[src/rtl/sync_fifo_pkg.sv]
// Shared types and helpers for the RAM-backed synchronous FIFO.
package sync_fifo_pkg;

  // Occupancy of the 2-entry prefetch stage (output register plus skid register).
  typedef logic [1:0] pf_cnt_t;

  typedef struct packed {
    logic full;
    logic empty;
    logic almost_full;
    logic almost_empty;
  } fifo_flags_t;

  // Flag values for an empty FIFO; used by both reset and flush.
  localparam fifo_flags_t FlagsEmpty = '{
    full:         1'b0,
    empty:        1'b1,
    almost_full:  1'b0,
    almost_empty: 1'b1
  };

  function automatic int unsigned fifo_depth(input int unsigned addr_width);
    return 32'd1 << addr_width;
  endfunction

endpackage

[src/rtl/ram_sdp.sv]
// Single-clock simple-dual-port RAM with registered read data.
module ram_sdp #(
  parameter int unsigned DATA_WIDTH = 8,
  parameter int unsigned ADDR_WIDTH = 5,
  parameter string       INIT_FILE  = ""
) (
  input  logic                  clk_i,
  input  logic                  wr_i,
  input  logic [ADDR_WIDTH-1:0] wr_addr_i,
  input  logic [DATA_WIDTH-1:0] wr_data_i,
  input  logic                  rd_i,
  input  logic [ADDR_WIDTH-1:0] rd_addr_i,
  output logic [DATA_WIDTH-1:0] rd_data_o
);

  logic [DATA_WIDTH-1:0] mem_q [0:(1 << ADDR_WIDTH)-1];
  logic [DATA_WIDTH-1:0] rd_data_q;

  // Write port and 1-cycle-latency read port; data is never reset.
  always_ff @(posedge clk_i) begin
    if (wr_i) begin
      mem_q[wr_addr_i] <= wr_data_i;
    end
    if (rd_i) begin
      rd_data_q <= mem_q[rd_addr_i];
    end
  end

  assign rd_data_o = rd_data_q;

endmodule

[src/rtl/sync_fifo_ram.sv]
// Single-clock FWFT FIFO: inferred SDP RAM followed by a 2-entry prefetch stage.
module sync_fifo_ram
  import sync_fifo_pkg::*;
#(
  parameter int unsigned DATA_WIDTH   = 8,
  parameter int unsigned ADDR_WIDTH   = 5,
  parameter int unsigned ALMOST_FULL  = 28,
  parameter int unsigned ALMOST_EMPTY = 4,
  parameter string       INIT_FILE    = ""
) (
  input  logic                  clk_i,
  input  logic                  rst_i,
  input  logic                  flush_i,
  input  logic [DATA_WIDTH-1:0] wr_data_i,
  input  logic                  wr_valid_i,
  output logic                  wr_ready_o,
  output logic [DATA_WIDTH-1:0] rd_data_o,
  output logic                  rd_valid_o,
  input  logic                  rd_ready_i,
  output logic [ADDR_WIDTH:0]   used_words_o,
  output logic                  full_o,
  output logic                  empty_o,
  output logic                  almost_full_o,
  output logic                  almost_empty_o
);

  localparam int unsigned      DEPTH    = fifo_depth(ADDR_WIDTH);
  localparam int unsigned      CntW     = ADDR_WIDTH + 1;
  localparam logic [CntW-1:0]  DepthCnt = DEPTH[CntW-1:0];
  localparam logic [CntW-1:0]  AfCnt    = ALMOST_FULL[CntW-1:0];
  localparam logic [CntW-1:0]  AeCnt    = ALMOST_EMPTY[CntW-1:0];

  logic [ADDR_WIDTH-1:0] wr_ptr_q, wr_ptr_d, rd_ptr_q, rd_ptr_d;
  logic [CntW-1:0]       ram_cnt_q, ram_cnt_d, used_q, used_d;
  logic                  inflight_q, inflight_d;
  pf_cnt_t               pf_q, pf_d;
  logic [DATA_WIDTH-1:0] out_q, out_d, skid_q, skid_d;
  fifo_flags_t           flags_q, flags_d;

  logic                  push, pop, ram_rd, land;
  logic [2:0]            demand;
  logic [DATA_WIDTH-1:0] ram_rdata;

  // Handshakes and RAM read issue. The pending pop is netted out of the demand so
  // a read can be issued every cycle while streaming.
  always_comb begin
    push   = wr_valid_i & ~flags_q.full;
    pop    = (pf_q != '0) & rd_ready_i;
    demand = {1'b0, pf_q} + {2'b00, inflight_q} - {2'b00, pop};
    ram_rd = (ram_cnt_q != '0) && (demand < 3'd2);
    land   = inflight_q;
  end

  ram_sdp #(
    .DATA_WIDTH (DATA_WIDTH),
    .ADDR_WIDTH (ADDR_WIDTH),
    .INIT_FILE  (INIT_FILE)
  ) u_ram (
    .clk_i     (clk_i),
    .wr_i      (push & ~flush_i),
    .wr_addr_i (wr_ptr_q),
    .wr_data_i (wr_data_i),
    .rd_i      (ram_rd & ~flush_i),
    .rd_addr_i (rd_ptr_q),
    .rd_data_o (ram_rdata)
  );

  // Next-state: pointers, counts, prefetch steering and registered flags.
  always_comb begin
    wr_ptr_d   = wr_ptr_q;
    rd_ptr_d   = rd_ptr_q;
    ram_cnt_d  = ram_cnt_q;
    used_d     = used_q;
    inflight_d = inflight_q;
    pf_d       = pf_q;
    out_d      = out_q;
    skid_d     = skid_q;
    flags_d    = flags_q;

    if (flush_i) begin
      wr_ptr_d   = '0;
      rd_ptr_d   = '0;
      ram_cnt_d  = '0;
      used_d     = '0;
      inflight_d = 1'b0;
      pf_d       = '0;
      out_d      = '0;
      flags_d    = FlagsEmpty;
    end else begin
      if (push) wr_ptr_d = wr_ptr_q + ADDR_WIDTH'(1);
      if (ram_rd) rd_ptr_d = rd_ptr_q + ADDR_WIDTH'(1);
      ram_cnt_d  = ram_cnt_q + CntW'(push) - CntW'(ram_rd);
      used_d     = used_q + CntW'(push) - CntW'(pop);
      inflight_d = ram_rd;

      // Skid word moves forward when the head is taken with both entries full.
      if (pop && pf_q == 2'd2) out_d = skid_q;
      if (land) begin
        if (pf_q == 2'd0 || (pop && pf_q == 2'd1)) out_d = ram_rdata;
        else skid_d = ram_rdata;
      end
      pf_d = pf_q + pf_cnt_t'(land) - pf_cnt_t'(pop);

      flags_d.full         = (used_d == DepthCnt);
      flags_d.empty        = (used_d == '0);
      flags_d.almost_full  = (used_d >= AfCnt);
      flags_d.almost_empty = (used_d <= AeCnt);
    end
  end

  // State registers with asynchronous active-low reset; skid data needs no reset.
  always_ff @(posedge clk_i or negedge rst_i) begin
    if (!rst_i) begin
      wr_ptr_q   <= '0;
      rd_ptr_q   <= '0;
      ram_cnt_q  <= '0;
      used_q     <= '0;
      inflight_q <= 1'b0;
      pf_q       <= '0;
      out_q      <= '0;
      flags_q    <= FlagsEmpty;
    end else begin
      wr_ptr_q   <= wr_ptr_d;
      rd_ptr_q   <= rd_ptr_d;
      ram_cnt_q  <= ram_cnt_d;
      used_q     <= used_d;
      inflight_q <= inflight_d;
      pf_q       <= pf_d;
      out_q      <= out_d;
      flags_q    <= flags_d;
    end
  end

  // Skid register holds data only while pf_q == 2.
  always_ff @(posedge clk_i) begin
    skid_q <= skid_d;
  end

  assign wr_ready_o     = ~flags_q.full;
  assign rd_data_o      = out_q;
  assign rd_valid_o     = (pf_q != '0);
  assign used_words_o   = used_q;
  assign full_o         = flags_q.full;
  assign empty_o        = flags_q.empty;
  assign almost_full_o  = flags_q.almost_full;
  assign almost_empty_o = flags_q.almost_empty;

endmodule

[config.mk]
export PLATFORM = sky130hd
export DESIGN_NAME = sync_fifo_ram
export DESIGN_NICKNAME = d
export VERILOG_FILES = /design/src/rtl/sync_fifo_pkg.sv /design/src/rtl/ram_sdp.sv /design/src/rtl/sync_fifo_ram.sv
export SDC_FILE = /design/constraint.sdc
export NUM_CORES = 1
export LEC_CHECK = 0
export CORE_ASPECT_RATIO = 0.75
export CORE_MARGIN = 8
export CORE_UTILIZATION = 45
export CTS_CLUSTER_SIZE = 8
export DETAILED_ROUTE_END_ITERATION = 6
export GPL_ROUTABILITY_DRIVEN = 0
export HOLD_SLACK_MARGIN = 0.08
export PLACE_DENSITY = 0.71
export SYNTH_ARGS = -nofsm -noshare
export SYNTH_HDL_FRONTEND = slang
export SYNTH_SLANG_ARGS = --single-unit
[constraint.sdc]
create_clock -name clk_i -period 4.3 [get_ports clk_i]
set_input_delay 0.86 -clock clk_i [delete_from_list [all_inputs] [get_ports clk_i]]
set_output_delay 0.86 -clock clk_i [all_outputs]
set_load 0.01 [all_outputs]
-- Word-level counts from Yosys, hierarchy flattened
Memory sizes are Yosys's and may differ from the RTL's. A register that Yosys moved wholly into a read port is not among the register bits.
Cells that the tools add are included.
- flip-flop bits (word level): 45
- memory bits (writable): 256
- bits of input ports: 13
- logic and storage cells: 62
- memories: 1
- memories (name ; depth ; width ; rd ports ; clocked after Yosys merged registers in ; write ports ; RTL line ; RTL):
    u_ram.mem_q ; 32 ; 8 ; 1 ; 1 ; 1 ; ram_sdp.sv:16 ; logic [DATA_WIDTH-1:0] mem_q [0:(1 << ADDR_WIDTH)-1];
- add/subtract/negate cells: 10
- $lt $le $gt $ge: 3
- equality and inequality tests: 3
- muxes and demuxes: 15
- bitwise logic cells: 7
- reductions and logical operators: 11
- operators by type and width (kind ; number):
    8-bit 2-to-1 mux ; 4
    5-bit 2-to-1 mux ; 4
    6-bit by 1-bit adder with 6-bit output ; 2
    6-bit 2-to-1 mux ; 2
    6-bit by 1-bit subtractor with 6-bit output ; 2
    5-bit by 1-bit adder with 5-bit output (second input constant) ; 2
    6-bit == test (second input constant) ; 1
    6-bit by 5-bit >= comparator with 1-bit output (second input constant) ; 1
    6-bit by 3-bit less-or-equal comparator with 1-bit output (second input constant) ; 1
    6-bit logical NOT ; 1
    2-bit nonzero test ; 3
    6-bit nonzero test ; 1
    1-bit AND ; 4
    4-bit 2-to-1 mux ; 1
    2-bit by 1-bit adder with 3-bit output ; 1
    1-bit logical AND ; 3
    3-bit by 2-bit less-than comparator with 1-bit output (second input constant) ; 1
    1-bit 2-to-1 mux ; 3
    1-bit inverter ; 3
    3-bit AND reduction ; 1
    3-bit by 1-bit subtractor with 3-bit output ; 1
    2-bit by 1-bit adder with 2-bit output ; 1
    2-bit by 1-bit == test with 1-bit output (second input constant) ; 1
    2-bit == test (second input constant) ; 1
    other kinds (4) ; 4

-- Depth between registers and ports, before layout
- depth in word-level cells: 7
- mapped depth: 18
- depth with buffers taken out: 17

-- By module
From an unflattened synthesis, not the netlist that was laid out.
- cell total of the unflattened synthesis: 641
- area total of the unflattened synthesis: 12434.4 um2
- by module, submodules not included (module ; times used ; cells each ; area each (um2)):
    ram_sdp ; 1 ; 417 ; 10133.5
    sync_fifo_ram ; 1 ; 224 ; 2301.0

-- Worst setup path before layout
No wires, ideal clock.
- kind: input -> register
- start: input port rd_ready_i
- end: register ram_cnt_q[4]
- setup time: 0.132 ns
- arrival: 3.723 ns
- required time: 4.168 ns
- setup slack: 0.445 ns
- stages on the path: 17
- cells stage by stage: nand3b_1 > clkinv_1 > a21o_1 > ha_1 > inv_1 > fa_1 > and3_1 > clkbuf_1 > nand2_1 > nand2_1 > ha_1 > fa_1 > a21oi_1 > nor2_1 > nor2_1 > xor2_1 > nor2_1
- word-level cells in the longest chain between the ends: 6
- ends and longest elaborated chain (item ; RTL line ; RTL):
    start: declaration ; sync_fifo_ram.sv:19 ; input logic rd_ready_i,
    1-bit AND ; sync_fifo_ram.sv:48 ; pop = (pf_q != '0) & rd_ready_i;
    3-bit by 1-bit subtractor with 3-bit output ; sync_fifo_ram.sv:49 ; demand = {1'b0, pf_q} + {2'b00, inflight_q} - {2'b00, pop};
    3-bit by 2-bit less-than comparator with 1-bit output ; sync_fifo_ram.sv:50 ; ram_rd = (ram_cnt_q != '0) && (demand < 3'd2);
    1-bit logical AND ; sync_fifo_ram.sv:50 ;
    6-bit by 1-bit subtractor with 6-bit output ; sync_fifo_ram.sv:92 ; ram_cnt_d = ram_cnt_q + CntW'(push) - CntW'(ram_rd);
    6-bit 2-to-1 mux ; sync_fifo_ram.sv:80 ; if (flush_i) begin
    named net ram_cnt_d[4] ; sync_fifo_ram.sv:34 ; logic [CntW-1:0] ram_cnt_q, ram_cnt_d, used_q, used_d;
    end signal: assignment ; sync_fifo_ram.sv:125 ; ram_cnt_q <= ram_cnt_d;
    end: declaration ; sync_fifo_ram.sv:34 ;
The timed path passes the listed nets, and every way through them passes these cells.
A chain may end at the register's enable or synchronous reset.

-- Final worst setup path
Same ends and word-level chain as after synthesis.

==> impl_metrics.py <==
metrics = {
    "timing": {
        "timing.fmax_ghz": 0.281,
        "fin_skew_ps": 18.4,
        "finalCritPeriodShare_pct": 82.8,
        "final-hold-violation-count": 0,
        "timing.final.crit_period_ps": 3560,
        "setup_viol": 0,
        "timing.setup.tns_ps": 0,
        "timing.final.max_slew_violations": 0,
        "timing.max_slew.rel_slack_pct": 20.5,
        "worst_slew_pin_tran_ps": 1190,
        "rsz0062_at_grt": "no",
    },
    "logic_synthesis": {
        "syn-mean-instance-area_sq_um": 17.7,
        "async_set_reset_flop_share_out_of_synthesis_pct": 12.0,
        "post_synth_main_area_contributors": "edfxtp_1 (65%), mux4_2 (8.1%), dfrtp_1 (7.0%)",
        "yosys_register_bits": 309,
        "synth.largest_area_cell": "edfxtp_1",
        "mappedNetlistArea_sq_mm": 0.0125,
        "number_of_flops_mapped_to_enable_cells_by_yosys": 272,
        "yosys_most_used_dff": "edfxtp_1",
        "synth.yosys.seq_area_share_pct": 72.8,
        "synth_cells": 706,
        "yosysWarningCount": 0,
        "post_synth_num_cell_types": 52,
        "synthesis.nets": 740,
        "synth_top_area_share_pct": 65.4,
    },
    "clocking": {
        "tritoncts": "built",
        "post_cts_hold_buffer_count": 0,
        "worstSkewPairLatency_ps": 530,
        "cts_made_buffers": 44,
        "postCtsSetupBuffers": 0,
        "clk_root_buffer_cell": "clkbuf_16",
        "path_clk_slew_ps": 50,
        "cts.htree.levels": 2,
        "cts_resized": 0,
        "cts.sinks": 309,
        "cts-root-to-sink-buffers": 3,
    },
    "final_layout": {
        "layoutNonFillerInstCount": 1134,
        "post_route_cells_drive_above_1_share_pct": 15.6,
        "antennaDiodeCount": 0,
        "nets": 800,
        "synthToLayoutAreaGrowth_pct": 15.3,
    },
    "worst_setup_path": {
        "critical_path.top_delay_family": "adder cells",
        "timing.critical_path.required_ps": 4690,
        "master_of_the_slowest_instance_on_the_critical_path": "clkdlybuf4s50_1",
        "chain_of_cells_forming_the_critical_path": "clkdlybuf4s50_1 -> nand3b_1 -> clkinv_1 -> a21o_1 -> ha_1 -> inv_1 -> fa_1 -> and3_1 -> nand2_1 -> nand2_1 -> ha_1 -> fa_1 -> a21oi_1 -> nor2_1 -> nor2_1 -> xor2_1 -> nor2_1",
        "criticalPathCategory": "in -> reg",
        "crit_arrival_ps": 3950,
        "start_kind": "input pin",
        "critPathMostFrequentCell": "nor2_1",
        "worst_path_largest_cell_delay_ps": 470,
        "critPathMaxFanout": 4,
        "end_kind": "register",
        "timing.critical_path.buf_inv": 3,
    },
    "global_routing": {
        "initial_antenna_violation_count": 0,
        "grt_overflow": 0,
        "grt_max_degree": 50,
        "grt_pass1_vias": 6575,
        "groute.usage.overall_pct": 15.4,
        "wire_length_of_the_first_global_routing_pass_um": 39600,
    },
    "routing": {
        "detail_route.drc_violations": 0,
        "detail-route-antenna-nets": 0,
        "wl_um": 25400,
        "wl_met3_um": 1980,
        "wire_per_inst_um": 22.4,
        "drt_first_iter_violations": 629,
        "wl_met1_um": 11900,
        "via_per_inst": 5.68,
        "dr_wl_met2_um": 11100,
        "highest_metal_layer_with_signal_wires": "met4",
        "route.vias.total": 6441,
        "firstDrtPassIters": 5,
    },
    "placement": {
        "place_inst": 1071,
        "portBuffers": 32,
        "place.detailed.hpwl_um": 15900,
    },
    "floorplan": {
        "die_height_um": 160,
        "number_of_ports_placed_on_the_die_boundary": 33,
        "die-area_sq_mm": 0.0334,
        "core_region_area_sq_mm": 0.0271,
        "chipWidth_um": 208,
        "start_util_pct": 46.0,
        "placement_rows": 52,
    },
    "flow_run": {
        "cap_violations": 0,
    },
    "min_path": {
        "min-delay-path-class": "in -> async",
    },
    "pwr": {
        "power-per-cell-area_mw_per_mm2": 606,
        "irDropWorstVdd_uv": 304,
        "cellLeakagePower_nw": 4.77,
        "report.power.total_mw": 8.73,
    },
    "status": {
        "run_status": "complete, no violations",
    },
}
==> state kept, by name (all words and copies together) (netlist names) <==
name and flops:
u_ram.mem_q 256, rd_data_o 8, skid_q 8, u_ram.rd_data_o 8, ram_cnt_q 6, used_words_o 6
rd_ptr_q 5, wr_ptr_q 5, pf_q 2, almost_empty_o 1, almost_full_o 1, empty_o 1
full_o 1, inflight_q 1
==> metal layers <==
metal / GRT usage, % / up-vias
met4: 4.38 / 0
met5: 0 / -
met1: 23.0 / 3300
met3: 4.11 / 40
li1: - / 2898
met2: 21.7 / 203
==> worst register-to-register path, stage by stage (launching register included) <==
cell	delay, ps
dfrtp_1	450
nand3b_1	150
clkinv_1	90
a21o_1	160
ha_1	170
inv_1	60
fa_1	450
and3_1	190
nand2_1	140
nand2_1	80
ha_1	210
fa_1	400
a21oi_1	150
nor2_1	50
nor2_1	120
xor2_1	160
nor2_1	50
==> synthesized netlist by cell type (8+ instances only) <==
library cell and count:
ha_1 18, inv_1 17, mux2i_1 33, dfrtp_1 35, a311oi_1 9, buf_2 8, nor2b_1 10, edfxtp_1 272
nor2_1 65, a22oi_1 8, nand2_1 36, o221ai_1 8, xor2_1 10, mux4_2 45, clkbuf_1 15, a21oi_1 23
==> cells in the final DEF (no fill, tap or decap), drive strengths merged, types with 7 or more instances in the layout <==
master	Yosys	final
edfxtp	272	272
nor2	65	65
clkbuf	15	60
mux4	48	48
nand2	36	36
dfrtp	35	35
mux2i	33	33
clkdlybuf4s50	0	31
a21oi	23	23
inv	17	19
ha	18	18
buf	19	17
nor2b	10	10
xor2	10	10
a311oi	9	9
o221ai	8	8
a22oi	8	8
o22ai	7	7
a22o	7	7
a2111oi	7	7
==> metrics by stage <==
stage | area (sq um) | utilization, % | worst slack (ps) | hold WS (ps)
after floorplan | 12500 | - | 445 | 427
after global placement | 13200 | 48.6 | 310 | 456
after detailed placement | 13200 | 48.6 | 223 | 451
after CTS | 14400 | 53.1 | 763 | 446
after global routing | 14400 | 53.1 | 540 | 479
final | 14400 | 53.1 | 740 | 441
==> power breakdown <==
group / total (mW) / switching (mW) / internal [mW]
clock: 3.06 / 1.18 / 1.88
sequential: 3.70 / 0.182 / 3.52
combinational: 1.97 / 1.02 / 0.949
==> logic make-up after synthesis <==
kind of cell	after synthesis	share of synthesized area (%)
AND/OR/NAND/NOR	146	5.40
XOR/XNOR	16	1.12
flip-flops	309	72.8
adder cells (fa/ha/maj)	21	2.28
multiplexers	81	11.4
AO/OA/AOI/OAI	81	4.92
buffers and inverters	52	2.04
==> worst paths after layout <==
path / start / end / slack, ps / cells past startpoint
max in group asynchronous: rst_i / rd_ptr_q[0] / 3240 / 1
setup / recovery: rd_ready_i / ram_cnt_q[4] / 740 / 17
setup reg to reg: pf_q[1] / ram_cnt_q[4] / 1110 / 16
hold reg to reg: u_ram.rd_data_o[0] / skid_q[0] / 460 / 0
hold / removal: rst_i / used_words_o[4] / 440 / 1
min in group clk_i: u_ram.rd_data_o[0] / skid_q[0] / 460 / 0
==> layout make-up <==
type                       instances  area [sq um]
fill                            2098         12700
sequential                       309          9100
multi-input combinational        345          3140
clock buffer                      60          1180
timing repair buffer              48           448
tap                              351           439
inverter                          18          67.6
clock inverter                     3          22.5
Power figures use the tool's default switching activity.
